**config.mk**
```make
export PLATFORM = sky130hd
export DESIGN_NAME = counter_slide_ctrl
export DESIGN_NICKNAME = d
export VERILOG_FILES = /design/src/rtl/overcooked_pkg.sv /design/src/rtl/axis_stepper.sv /design/src/rtl/counter_slide_ctrl.sv
export SDC_FILE = /design/constraint.sdc
export NUM_CORES = 1
export LEC_CHECK = 0
export CORE_ASPECT_RATIO = 0.8
export CORE_MARGIN = 2
export CORE_UTILIZATION = 50
export CTS_CLUSTER_DIAMETER = 200
export CTS_CLUSTER_SIZE = 8
export DETAILED_ROUTE_END_ITERATION = 6
export PLACE_DENSITY_LB_ADDON = 0.12
export SLEW_MARGIN = 20
export SYNTH_ARGS = -nofsm -noshare
export SYNTH_HDL_FRONTEND = slang
export SYNTH_HIERARCHICAL = 1
export SYNTH_SLANG_ARGS = --single-unit
```
**constraint.sdc**
```tcl
create_clock -name clk_in -period 4.5 [get_ports clk_in]
set_input_delay 0.675 -clock clk_in [delete_from_list [all_inputs] [get_ports clk_in]]
set_output_delay 0.675 -clock clk_in [all_outputs]
set_load 0.05 [all_outputs]
```
**src/rtl/overcooked_pkg.sv**
```systemverilog
// Shared types and screen constants for the overcooked render/control blocks.
//   xcoord_t / ycoord_t : pixel coordinate types (11-bit x, 10-bit y)
//   SCREEN_X_MAX/Y_MAX  : largest visible coordinate on each axis
//   slide_state_t       : position-controller FSM states
package overcooked_pkg;

    typedef logic [10:0] xcoord_t;
    typedef logic [9:0]  ycoord_t;

    localparam int SCREEN_X_MAX = 1023;
    localparam int SCREEN_Y_MAX = 767;

    typedef enum logic [1:0] {
        IDLE    = 2'd0,
        PENDING = 2'd1,
        SLIDE   = 2'd2
    } slide_state_t;

endpackage

```
**src/rtl/axis_stepper.sv**
```systemverilog
// One-axis slide step, purely combinational.
//   pos_in       : current committed coordinate
//   target_in    : coordinate being approached
//   next_pos_out : pos moved toward target by min(STEP, |target - pos|)
//   at_target_out: pos already equals target
module axis_stepper #(
    parameter int WIDTH = 11,
    parameter int STEP  = 4
) (
    input  logic [WIDTH-1:0] pos_in,
    input  logic [WIDTH-1:0] target_in,
    output logic [WIDTH-1:0] next_pos_out,
    output logic             at_target_out
);

    localparam logic signed [WIDTH:0] STEP_S = $signed((WIDTH+1)'(STEP));
    localparam logic [WIDTH-1:0]      STEP_U = WIDTH'(STEP);

    // One extra bit keeps the full +/- range of the difference representable.
    logic signed [WIDTH:0] diff;
    assign diff = $signed({1'b0, target_in}) - $signed({1'b0, pos_in});

    // Within one step of the target we land on it exactly, so no overshoot
    // and no wrap as long as the target itself is in range.
    always_comb begin
        next_pos_out = target_in;
        if (diff > STEP_S)
            next_pos_out = pos_in + STEP_U;
        else if (diff < -STEP_S)
            next_pos_out = pos_in - STEP_U;
    end

    assign at_target_out = (pos_in == target_in);

endmodule

```
**src/rtl/counter_slide_ctrl.sv**
```systemverilog
// Position controller for one counter-table render instance.
// Latches a placement request and commits it only on a frame tick, either as
// a single jump (snap) or as a per-frame slide, so x_out/y_out never change
// mid-frame.
//   clk_in, rst_n_in          : pixel clock, async active-low reset
//   hcount_in, vcount_in      : raster position (frame tick at 0,0)
//   req_valid/ready, req_x/y, req_snap : placement request handshake
//   x_out, y_out              : committed position to the renderer
//   moving_out                : request pending or slide in progress
//   done_out                  : one-cycle pulse with the final position
module counter_slide_ctrl
    import overcooked_pkg::*;
#(
    parameter int X_MAX  = SCREEN_X_MAX,
    parameter int Y_MAX  = SCREEN_Y_MAX,
    parameter int STEP   = 4,
    parameter int INIT_X = 0,
    parameter int INIT_Y = 0
) (
    input  logic        clk_in,
    input  logic        rst_n_in,
    input  logic [10:0] hcount_in,
    input  logic [9:0]  vcount_in,
    input  logic        req_valid_in,
    output logic        req_ready_out,
    input  logic [10:0] req_x_in,
    input  logic [9:0]  req_y_in,
    input  logic        req_snap_in,
    output logic [10:0] x_out,
    output logic [9:0]  y_out,
    output logic        moving_out,
    output logic        done_out
);

    localparam xcoord_t X_LIM = xcoord_t'(X_MAX);
    localparam ycoord_t Y_LIM = ycoord_t'(Y_MAX);
    localparam xcoord_t X_RST = xcoord_t'(INIT_X);
    localparam ycoord_t Y_RST = ycoord_t'(INIT_Y);

    slide_state_t state_q, state_d;
    xcoord_t      x_q, x_d, tx_q, tx_d, x_nxt;
    ycoord_t      y_q, y_d, ty_q, ty_d, y_nxt;
    logic         snap_q, snap_d;
    logic         done_q, done_d;
    logic         zero_q, zero_d;
    logic         x_at, y_at, tick;

    // Rising edge of "raster at (0,0)": one tick per frame even if the
    // origin is held for several cycles.
    assign zero_d = (hcount_in == 11'd0) && (vcount_in == 10'd0);
    assign tick   = zero_d && !zero_q;

    axis_stepper #(.WIDTH(11), .STEP(STEP)) u_x_step (
        .pos_in       (x_q),
        .target_in    (tx_q),
        .next_pos_out (x_nxt),
        .at_target_out(x_at)
    );

    axis_stepper #(.WIDTH(10), .STEP(STEP)) u_y_step (
        .pos_in       (y_q),
        .target_in    (ty_q),
        .next_pos_out (y_nxt),
        .at_target_out(y_at)
    );

    always_comb begin
        state_d = state_q;
        x_d     = x_q;
        y_d     = y_q;
        tx_d    = tx_q;
        ty_d    = ty_q;
        snap_d  = snap_q;
        done_d  = 1'b0;
        case (state_q)
            IDLE: begin
                if (req_valid_in) begin
                    tx_d    = (req_x_in > X_LIM) ? X_LIM : req_x_in;
                    ty_d    = (req_y_in > Y_LIM) ? Y_LIM : req_y_in;
                    snap_d  = req_snap_in;
                    state_d = PENDING;
                end
            end
            PENDING: begin
                if (tick) begin
                    if (snap_q || (x_at && y_at)) begin
                        x_d     = tx_q;
                        y_d     = ty_q;
                        done_d  = 1'b1;
                        state_d = IDLE;
                    end else begin
                        x_d = x_nxt;
                        y_d = y_nxt;
                        // A short slide can finish on its very first step.
                        if (x_nxt == tx_q && y_nxt == ty_q) begin
                            done_d  = 1'b1;
                            state_d = IDLE;
                        end else begin
                            state_d = SLIDE;
                        end
                    end
                end
            end
            SLIDE: begin
                if (tick) begin
                    x_d = x_nxt;
                    y_d = y_nxt;
                    if (x_nxt == tx_q && y_nxt == ty_q) begin
                        done_d  = 1'b1;
                        state_d = IDLE;
                    end
                end
            end
            default: state_d = IDLE;
        endcase
    end

    always_ff @(posedge clk_in or negedge rst_n_in) begin
        if (!rst_n_in) begin
            state_q <= IDLE;
            x_q     <= X_RST;
            y_q     <= Y_RST;
            tx_q    <= X_RST;
            ty_q    <= Y_RST;
            snap_q  <= 1'b0;
            done_q  <= 1'b0;
            zero_q  <= 1'b0;
        end else begin
            state_q <= state_d;
            x_q     <= x_d;
            y_q     <= y_d;
            tx_q    <= tx_d;
            ty_q    <= ty_d;
            snap_q  <= snap_d;
            done_q  <= done_d;
            zero_q  <= zero_d;
        end
    end

    assign req_ready_out = (state_q == IDLE);
    assign moving_out    = (state_q != IDLE);
    assign x_out         = x_q;
    assign y_out         = y_q;
    assign done_out      = done_q;

endmodule

```
==> flow_summary.toml, run 1 <==
[sta]
number_of_pins_with_negative_max_slew_slack_in_the_final_report = 0
holdWs_ns = 0.483
report.final.setup_viol = 1
report.final.hold_viol_count = 0
finalWorstSetupSlack_ns = -0.00389
timing_limited_maximum_frequency_mhz = 222
max-slew-margin-rel_pct = 50.0
worstMarginPinSlew_ns = 0.750
fin_crit_sh_pct = 100
min_period_ns = 4.50
timing.clock.skew_ns = 0.00770
rsz_0062_raised_after_global_routing = "yes"

[synthesis]
synth_top_cells_by_area = "sky130_fd_sc_hd__dfrtp_1 25%, sky130_fd_sc_hd__ha_1 7.6%, sky130_fd_sc_hd__mux2i_1 5.2%"
synth_nets = 632
netlist_area_sq_um = 4610
postSynthAreaPerCell_sq_um = 8.30
synth-warning-count = 6
ys_async_sr_fraction_pct = 100
syn-instance-count = 556
ys_types = 74
seq_area_frac_synth_pct = 25.5
post-synth-top-area-cell = "sky130_fd_sc_hd__dfrtp_1"
synth-seq-cells = 47
yosys_most_used_dff = "sky130_fd_sc_hd__dfrtp_1"
synth_top_area_share_pct = 25.5
synth-edff-count = 0

[route]
route.detailed.drc = 0
detail_route.vias_per_cell = 6.20
ant_nets = 0
drt-initial-drc-count = 390
drtPass1Iterations = 5
route.final.wire_length_microns = 14100
route.vias.total = 4843
drt-wirelength-per-cell_microns = 18.0

[setup_path]
cell_by_cell_listing_of_the_critical_path = "inv_2 -> ha_4 -> inv_2 -> fa_2 -> a211oi_4 -> nor3_2 -> or4_4 -> a2111oi_4 -> o2111ai_4 -> a2bb2oi_4 -> mux2_4 -> xor2_1 -> nor4_1 -> nand4_1 -> or4b_1 -> o211ai_1"
critPathMaxFanout = 5
worstReg2RegStart = "ty_q[0]"
timing.critical_path.max_delay_family = "simple AND/OR/NAND/NOR gates"
critical_path.most_common_cell = "sky130_fd_sc_hd__inv_2"
max_stage_delay_ns = 0.54
timing.critical_path.buf_inv = 2
kind_of_start_point_of_the_critical_path = "flip-flop"
arrival_time_of_data_at_the_critical_path_endpoint_ns = 4.71
critPathRequiredTime_ns = 4.71
criticalPathCategory = "flip-flop to flip-flop"
end_kind = "flip-flop"
worst_path_max_delay_cell = "sky130_fd_sc_hd__or4_4"
timing.critical_path.from = "ty_q[0]"

[die]
floorplan.initialDensity_pct = 51.3
die_height_microns = 89.9
fp.dieW_microns = 111
core_region_area_sq_um = 9000
io-pin-count = 70
row_count = 31
die_outline_area_sq_um = 10000

[cells_and_area]
final_nets = 741
mostFrequentLayoutCell = "sky130_fd_sc_hd__clkdlybuf4s50_1"
sequential_cell_area_sq_um = 1180
final.fill_count = 757
final_layout_size_suffix_gt1_share_pct = 15.5
layout.cell_area.non_filler_sq_um = 6000
post_layout_nonfiller_instances = 781
area_used_by_multi_input_combinational_logic_sq_um = 3340
top_library_cells_by_usage_in_the_layout_fill_and_taps_aside = "68 x sky130_fd_sc_hd__clkdlybuf4s50_1, 53 x sky130_fd_sc_hd__nand2_1, 52 x sky130_fd_sc_hd__nor2_1, 48 x sky130_fd_sc_hd__buf_4, 46 x sky130_fd_sc_hd__dfrtp_1"
syn2layout_area_growth_pct = 30.1
finish.utilization_pct = 66.7
diodes = 0

[global_routing]
grt_antenna_before_repair = 0
gr-total-overflow = 0
grt_pass1_vias = 4519
global_route.usage.total_pct = 27.5
grt_start_max_net_pins = 48
grt_pass1_wl_microns = 22500

[power]
power.share.sequential_pct = 17.3
clkPwrFrac_pct = 10.3
power.combinational.fraction_pct = 72.4
power_per_cell_area_nw_per_um2 = 608
p_int_mw = 1.83
switching_share_pct = 50.0
ir_worst_vdd_uv = 392
power.net_switching_mw = 1.82
p_leak_nw = 2.47

[cts]
cts.sinks = 47
cts_tree = "done"
clkSlewWorstSetupHoldPaths_ns = 0.07
cts_root_buffer_type = "sky130_fd_sc_hd__clkbuf_16"
clock_path_buffers = 2
clock_tree.htree_level_count = 2
clkLatencyLatePin_ns = 0.29
cts_inserted_buffers = 5

[job]
timing.max_cap.violations = 0

[hold_path]
worst_hold_path_class = "input port to asynchronous set/reset pin"

[placement]
gp_routability_congestion = 0.946
placedInstanceArea_sq_um = 5700
place_hpwl_microns = 10900
dpl.cell_count = 768
place.port_buffers = 69

[run_status]
failing_checks = "negative setup slack"
result_of_the_run = "finished with violations"
==> Yosys cell counts, drive strengths merged (6+ instances only) <==
| cell type | instances |
|---|---|
| o21ai | 30 |
| clkbuf | 8 |
| o221ai | 11 |
| buf | 8 |
| a2bb2oi | 6 |
| ha | 28 |
| nor2b | 6 |
| nor2 | 53 |
| a221o | 6 |
| nand2 | 54 |
| nand4 | 10 |
| nor4 | 17 |
| nand3 | 16 |
| a211oi | 6 |
| o22a | 8 |
| a21oi | 41 |
| xor2 | 26 |
| inv | 39 |
| or3 | 6 |
| mux2i | 24 |
| nor3 | 17 |
| o211ai | 7 |
| dfrtp | 47 |
==> through the flow <==
stage | total power, mW | setup WS, ns | setup TNS (ns)
2_1_floorplan | 2.38 | 0.0517 | 0
3_3_place_gp | 3.03 | 0.0648 | 0
3_5_place_dp | 3.08 | -0.0187 | -0.0187
4_1_cts | 3.47 | 0.000725 | 0
5_1_grt | 3.92 | -0.254 | -0.723
6_report | 3.65 | -0.00389 | -0.00389
==> kinds of logic after synthesis <==
family | after synthesis | synth area share (%)
buf+inv | 55 | 5.12
xor+xnor | 30 | 5.69
simple gates | 214 | 24.2
mux | 29 | 6.83
fa+ha+maj | 30 | 8.46
flops | 47 | 25.5
compound gates | 151 | 24.2
==> power by group through the flow <==
| stage | Clock, mW | Combinational [mW] | Sequential, mW |
|---|---|---|---|
| 6_report | 0.375 | 2.64 | 0.633 |
| 2_1_floorplan | 0 | 1.74 | 0.639 |
| 3_3_place_gp | 0 | 2.40 | 0.633 |
| 4_1_cts | 0.378 | 2.46 | 0.629 |
| 5_1_grt | 0.399 | 2.88 | 0.645 |
| 3_5_place_dp | 0 | 2.45 | 0.636 |
==> worst paths after layout <==
kind,to,slack [ns],cells past startpoint
worst max-delay path,state_q[0],-0.004,16
worst min-delay path,y_out[4],0.48,2
worst max register to register,state_q[0],-0.004,16
worst min register to register,snap_q,0.49,2
max in group asynchronous,y_out[0],3.55,2
min in group clk_in,snap_q,0.49,2
==> flip-flops by register name, indices dropped and copies added, names as in the netlist <==
register / flops
x_out: 11
zero_q: 1
y_out: 10
state_q: 2
snap_q: 1
ty_q: 10
done_out: 1
tx_q: 11
==> routing by layer <==
metal  vias up  global-route usage, %  share of wire (%)
met5         -                      0                  0
li1       2290                      -                  -
met2       251                   41.2                 43
met4         0                   3.19               0.57
met1      2290                   41.4                 46
met3        12                   6.88                 10
==> what timing repair did <==
| item | 4_1_cts | 5_1_grt |
|---|---|---|
| buffers inserted | 0 | 4 |
| setup endpoints to repair | 1 | 3 |
| gates cloned | 0 | 1 |
| endpoints found under the hold margin | 0 | 0 |
| resized for setup | 0 | 22 |
| pin swaps | 3 | 19 |
| hold buffers | 0 | 0 |
==> final cells by class <==
class | count | share of cell area [%]
inverter | 39 | 2.44
multi-input combinational | 455 | 55.7
timing repair buffer | 117 | 17.4
clock buffer | 6 | 2.15
sequential | 47 | 19.6
clock inverter | 2 | 0.292
tap | 115 | 2.40
Power figures use the tool's default switching activity.
==> run 2: changes to the inputs <==
- CTS_CLUSTER_DIAMETER: 200 -> 80
- GPL_TIMING_DRIVEN: default -> 0
- TNS_END_PERCENT: default -> 20
==> run 2 against run 1 <==
Against the previous run:
- count of clock-buffer cells in the layout did not move
- sequential share of layout area rose by 0.17 points
- cell area fell by 0.52%
- routed wire length fell by 0.82%
- largest power group unchanged
- clock power barely moved
- the run still ends with negative setup slack left
- final cell count fell by 1.7%
- critical endpoint unchanged
- core utilization fell by 0.35 points
- clock skew fell by 0.0051 ns
- sequential cell count did not move
- via count barely moved
- sequential power rose by 14%
- total power rose by 1.2%
==> flow_summary.toml, run 2 (synthesis gave the netlist of run 1 again) <==
[cts]
cts_inserted_buffers = 5
cts_tree = "done"
clock_tree.htree_level_count = 2
clkSlewWorstSetupHoldPaths_ns = 0.07
clkLatencyLatePin_ns = 0.29
clock_path_buffers = 2
cts_root_buffer_type = "sky130_fd_sc_hd__clkbuf_16"
cts.sinks = 47

[power]
p_leak_nw = 2.39
power_per_cell_area_nw_per_um2 = 619
ir_worst_vdd_uv = 310
power.total_mw = 3.70

[route]
drt-wirelength-per-cell_microns = 18.2
ant_nets = 0
drt-initial-drc-count = 370
detail_route.vias_per_cell = 6.31
route.final.wire_length_microns = 14000
route.detailed.drc = 0
drtPass1Iterations = 5
route.vias.total = 4845

[job]
timing.max_cap.violations = 0

[sta]
timing.clock.skew_ns = 0.00263
report.final.setup_viol = 3
fin_crit_sh_pct = 103
rsz_0062_raised_after_global_routing = "yes"
worstMarginPinSlew_ns = 0.825
report.final.hold_viol_count = 0
timing_limited_maximum_frequency_mhz = 216
max-slew-margin-rel_pct = 45.0
number_of_pins_with_negative_max_slew_slack_in_the_final_report = 0
min_period_ns = 4.63
finalWorstSetupSlack_ns = -0.127

[global_routing]
grt_pass1_vias = 4486
groute.layer.met1.usage_pct = 40.5
grt_util_met3_pct = 5.60
grt_start_max_net_pins = 29
grt_busiest_layer = "met1"
grt_pass1_wl_microns = 22100
gr-total-overflow = 0
met2_usage_pct = 39.6
grt_antenna_before_repair = 0
global_route.usage.total_pct = 26.8

[hold_path]
worst_hold_path_class = "input port to asynchronous set/reset pin"

[run_status]
result_of_the_run = "finished with violations"
failing_checks = "negative setup slack"

[setup_path]
critPathRequiredTime_ns = 4.71
cell_by_cell_listing_of_the_critical_path = "inv_2 -> ha_4 -> inv_2 -> fa_2 -> a211oi_4 -> nor3_2 -> or4_4 -> a2111oi_4 -> o2111ai_4 -> nand2_4 -> buf_6 -> a21oi_1 -> nor4_2 -> xor2_1 -> nor4_2 -> nand4_1 -> or4b_1 -> o211ai_1"
criticalPathCategory = "flip-flop to flip-flop"
worst_path_max_delay_cell = "sky130_fd_sc_hd__or4_4"
arrival_time_of_data_at_the_critical_path_endpoint_ns = 4.83
max_stage_delay_ns = 0.54
timing.critical_path.max_delay_family = "simple AND/OR/NAND/NOR gates"
kind_of_start_point_of_the_critical_path = "flip-flop"
end_kind = "flip-flop"
critPathMaxFanout = 8
timing.critical_path.buf_inv = 3

[cells_and_area]
mostFrequentLayoutCell = "sky130_fd_sc_hd__clkdlybuf4s50_1"
final.fill_count = 744
top_library_cells_by_usage_in_the_layout_fill_and_taps_aside = "67 x sky130_fd_sc_hd__clkdlybuf4s50_1, 53 x sky130_fd_sc_hd__nand2_1, 53 x sky130_fd_sc_hd__nor2_1, 43 x sky130_fd_sc_hd__dfrtp_1"
diodes = 0
syn2layout_area_growth_pct = 29.4
finish.utilization_pct = 66.4
final_nets = 728
post_layout_nonfiller_instances = 768
final_layout_size_suffix_gt1_share_pct = 15.0

[die]
floorplan.initialDensity_pct = 51.3
row_count = 31
io-pin-count = 70
die_height_microns = 89.9
core_region_area_sq_um = 9000
die_outline_area_sq_um = 10000
fp.dieW_microns = 111

[placement]
placement.setup.worst_slack_ns = -0.419
gp_routability_congestion = 0.938
place.port_buffers = 68
dpl.cell_count = 740
place_hpwl_microns = 10500
==> run 2: power breakdown <==
part	switching, mW	internal, mW	total, mW
logic	1.50	1.10	2.60
clock network	0.168	0.208	0.376
registers	0.201	0.521	0.722
==> run 2: repair_timing <==
action,4_1_cts,5_1_grt
cloned,1,0
buffers inserted,9,11
pin swaps,18,26
gates resized for setup,22,23
endpoints found under the setup margin,3,3
hold buffers,0,0
==> run 2: area by class of cell <==
type	instances	area (sq um)	share of cell area (%)
inverter	39	146	2.45
buffer	15	81.3	1.36
tap	115	144	2.41
timing repair buffer	89	857	14.3
multi-input combinational	455	3420	57.2
sequential	47	1180	19.8
clock buffer	6	129	2.16
clock inverter	2	16.3	0.272
==> run 2: worst paths after layout <==
kind / start / endpoint / slack (ns) / cells after the start
setup / recovery: ty_q[0] / state_q[0] / -0.13 / 18
max in group asynchronous: rst_n_in / tx_q[0] / 3.53 / 2
setup reg to reg: ty_q[0] / state_q[0] / -0.13 / 18
min in group clk_in: snap_q / snap_q / 0.48 / 2
hold / removal: rst_n_in / y_out[7] / 0.42 / 1
hold reg to reg: snap_q / snap_q / 0.48 / 2
==> run 2: metrics by stage <==
step                setup TNS (ns)  instance area [sq um]  hold slack (ns)
floorplan                        0                   4620            0.379
global placement            -0.460                   5440            0.490
detailed placement          -0.845                   5460            0.468
CTS                              0                   5780            0.442
global route                -0.843                   5970            0.485
finish                      -0.314                   5970            0.421
==> run 2: per-layer routing <==
layer  part of all wire [%]  wire length, microns
met2                     41                  5740
met1                     48                  6670
met5                      0                     0
met3                    9.6                  1340
met4                    1.4                   192
==> run 3: changes to the inputs <==
- CORE_UTILIZATION: 50 -> 51
- CTS_BUF_LIST: default -> sky130_fd_sc_hd__clkbuf_2
- HOLD_SLACK_MARGIN: default -> 0.05
==> run 3 against run 2 <==
Against the previous run:
- the flow still finishes with violations (negative setup slack)
- sequential share of layout area grew 0.32 points
- global-route usage grew 2.8 points
- sequential cell count is the same
- critical path depth is the same
- clock power shrank 49%
- first-iteration DRC count grew 19%
- core utilization shrank 0.56 points
==> flow_summary.toml, run 3 (synthesis gave the netlist of run 1 again) <==
[run_status]
result_of_the_run = "finished with violations"
failing_checks = "negative setup slack"

[sta]
timing_limited_maximum_frequency_mhz = 215
report.final.hold_viol_count = 0
rsz_0062_raised_after_global_routing = "yes"
timing.clock.skew_ns = 0.0271
min_period_ns = 4.65
holdWs_ns = 0.108
fin_crit_sh_pct = 103
finalWorstSetupSlack_ns = -0.146
max-slew-margin-rel_pct = 43.2
report.final.setup_viol = 3
worstMarginPinSlew_ns = 0.852
number_of_pins_with_negative_max_slew_slack_in_the_final_report = 0

[power]
p_leak_nw = 2.38
ir_worst_vdd_uv = 471
power.total_mw = 3.47
power_per_cell_area_nw_per_um2 = 591

[global_routing]
global_route.usage.total_pct = 29.6
grt_antenna_before_repair = 0
grt_pass1_vias = 4446
gr-total-overflow = 0
grt_pass1_wl_microns = 22700
grt_start_max_net_pins = 32

[cells_and_area]
layout.cell_area.non_filler_sq_um = 5870
finish.utilization_pct = 65.8
top_library_cells_by_usage_in_the_layout_fill_and_taps_aside = "67 x sky130_fd_sc_hd__clkdlybuf4s50_1, 53 x sky130_fd_sc_hd__nand2_1, 53 x sky130_fd_sc_hd__nor2_1, 44 x sky130_fd_sc_hd__dfrtp_1, 38 x sky130_fd_sc_hd__a21oi_1"
final_layout_size_suffix_gt1_share_pct = 15.3
final_nets = 734
sequential_cell_area_sq_um = 1180
diodes = 0
syn2layout_area_growth_pct = 27.3
mostFrequentLayoutCell = "sky130_fd_sc_hd__clkdlybuf4s50_1"
final.fill_count = 784
post_layout_nonfiller_instances = 774
area_used_by_multi_input_combinational_logic_sq_um = 3370

[hold_path]
worst_hold_path_class = "input port to asynchronous set/reset pin"

[setup_path]
critical_path.most_common_cell = "sky130_fd_sc_hd__inv_2"
critPathRequiredTime_ns = 4.88
worstRegToRegCells = 18
max_stage_delay_ns = 0.54
critPathMaxFanout = 5
setup.reg_to_reg.worst_slack_ns = -0.15
arrival_time_of_data_at_the_critical_path_endpoint_ns = 5.02
timing.critical_path.buf_inv = 3
regToRegEndpoint = "state_q[0]"
worstReg2RegStart = "ty_q[0]"
timing.critical_path.max_delay_family = "simple AND/OR/NAND/NOR gates"
crit_cells = 18
critPathCapture = "state_q[0]"
criticalPathCategory = "flip-flop to flip-flop"
end_kind = "flip-flop"
cell_by_cell_listing_of_the_critical_path = "inv_2 -> ha_4 -> inv_2 -> fa_2 -> a211oi_2 -> nor3_2 -> or4_4 -> a2111oi_4 -> o2111ai_4 -> buf_6 -> nand2_4 -> o22ai_2 -> a211o_1 -> xor2_2 -> nor4_2 -> nand3_1 -> or4b_1 -> o211ai_1"
worst_path_max_delay_cell = "sky130_fd_sc_hd__or4_4"
timing.critical_path.from = "ty_q[0]"
kind_of_start_point_of_the_critical_path = "flip-flop"

[cts]
clkLatencyLatePin_ns = 0.44
clkSlewWorstSetupHoldPaths_ns = 0.27
cts_inserted_buffers = 5
holdBufCountCts = 0
cts_tree = "done"
cts_root_buffer_type = "sky130_fd_sc_hd__clkbuf_2"
cts.sinks = 47
clock_tree.htree_level_count = 2
clock_path_buffers = 2

[route]
drtPass1Iterations = 5
drt-initial-drc-count = 442
detail_route.vias_per_cell = 6.27
ant_nets = 0
route.vias.total = 4852
route.detailed.drc = 0
route.final.wire_length_microns = 14100
drt-wirelength-per-cell_microns = 18.2

[die]
floorplan.initialDensity_pct = 51.7
die_height_microns = 89.1
io-pin-count = 70
core_region_area_sq_um = 8920
fp.dieW_microns = 110
die_outline_area_sq_um = 9830
row_count = 31

[placement]
gp_routability_congestion = 0.901
dpl.cell_count = 740
place.port_buffers = 68
placedInstanceArea_sq_um = 5460
place_hpwl_microns = 10500

[job]
timing.max_cap.violations = 0
==> run 3: cell types whose count changed in the layout (fill, tap and decap cells not counted), sizes merged <==
cell,previous run,this run
nand2,54,55
buf,29,35
a2bb2oi,7,6
==> run 3: worst min-delay path by stage <==
stage,cells after the start,start,to,slack (ns)
after CTS,1,rst_n_in,y_out[8],0.12
after detailed placement,2,snap_q,snap_q,0.46
final,1,rst_n_in,y_out[8],0.11
after global routing,1,rst_n_in,y_out[8],0.09
after global placement,2,snap_q,snap_q,0.47
after floorplan,0,rst_n_in,done_out,0.38
==> run 3: layer usage <==
layer / vias to the layer above / share of wire [%] / track usage [%]
met5: - / 0 / 0
met4: 0 / 0.70 / 4.09
met3: 15 / 8.8 / 4.88
met2: 240 / 43 / 45.0
met1: 2318 / 48 / 45.1
li1: 2279 / - / -
==> run 3: power breakdown <==
| part | internal (mW) | total (mW) | switching, mW |
|---|---|---|---|
| combinational | 1.08 | 2.57 | 1.49 |
| clock | 0.0426 | 0.192 | 0.149 |
| sequential | 0.520 | 0.705 | 0.185 |
| total | 1.64 | 3.47 | 1.83 |
==> run 3: timing repair <==
item                                    4_1_cts  5_1_grt
gates cloned                                  1        0
setup buffers                                25        0
endpoints found under the hold margin         0        0
resized for setup                            39        1
pin swaps                                    26        1
endpoints found under the setup margin        3        3
==> run 3: cell type report <==
cell class | instances | share of cell area [%]
Timing Repair Buffer | 94 | 15.2
Clock inverter | 2 | 0.277
Multi-Input combinational cell | 455 | 57.4
Sequential cell | 47 | 20.1
Inverter | 39 | 2.49
Buffer | 16 | 1.58
Clock buffer | 6 | 0.511
Tap cell | 115 | 2.45
==> run 3: per-stage QoR <==
step           worst slack, ns  setup TNS, ns
2_1_floorplan           0.0517              0
3_3_place_gp            -0.333         -0.634
3_5_place_dp            -0.451         -0.987
4_1_cts               -0.00276       -0.00276
5_1_grt                 -0.308         -0.891
6_report                -0.146         -0.325
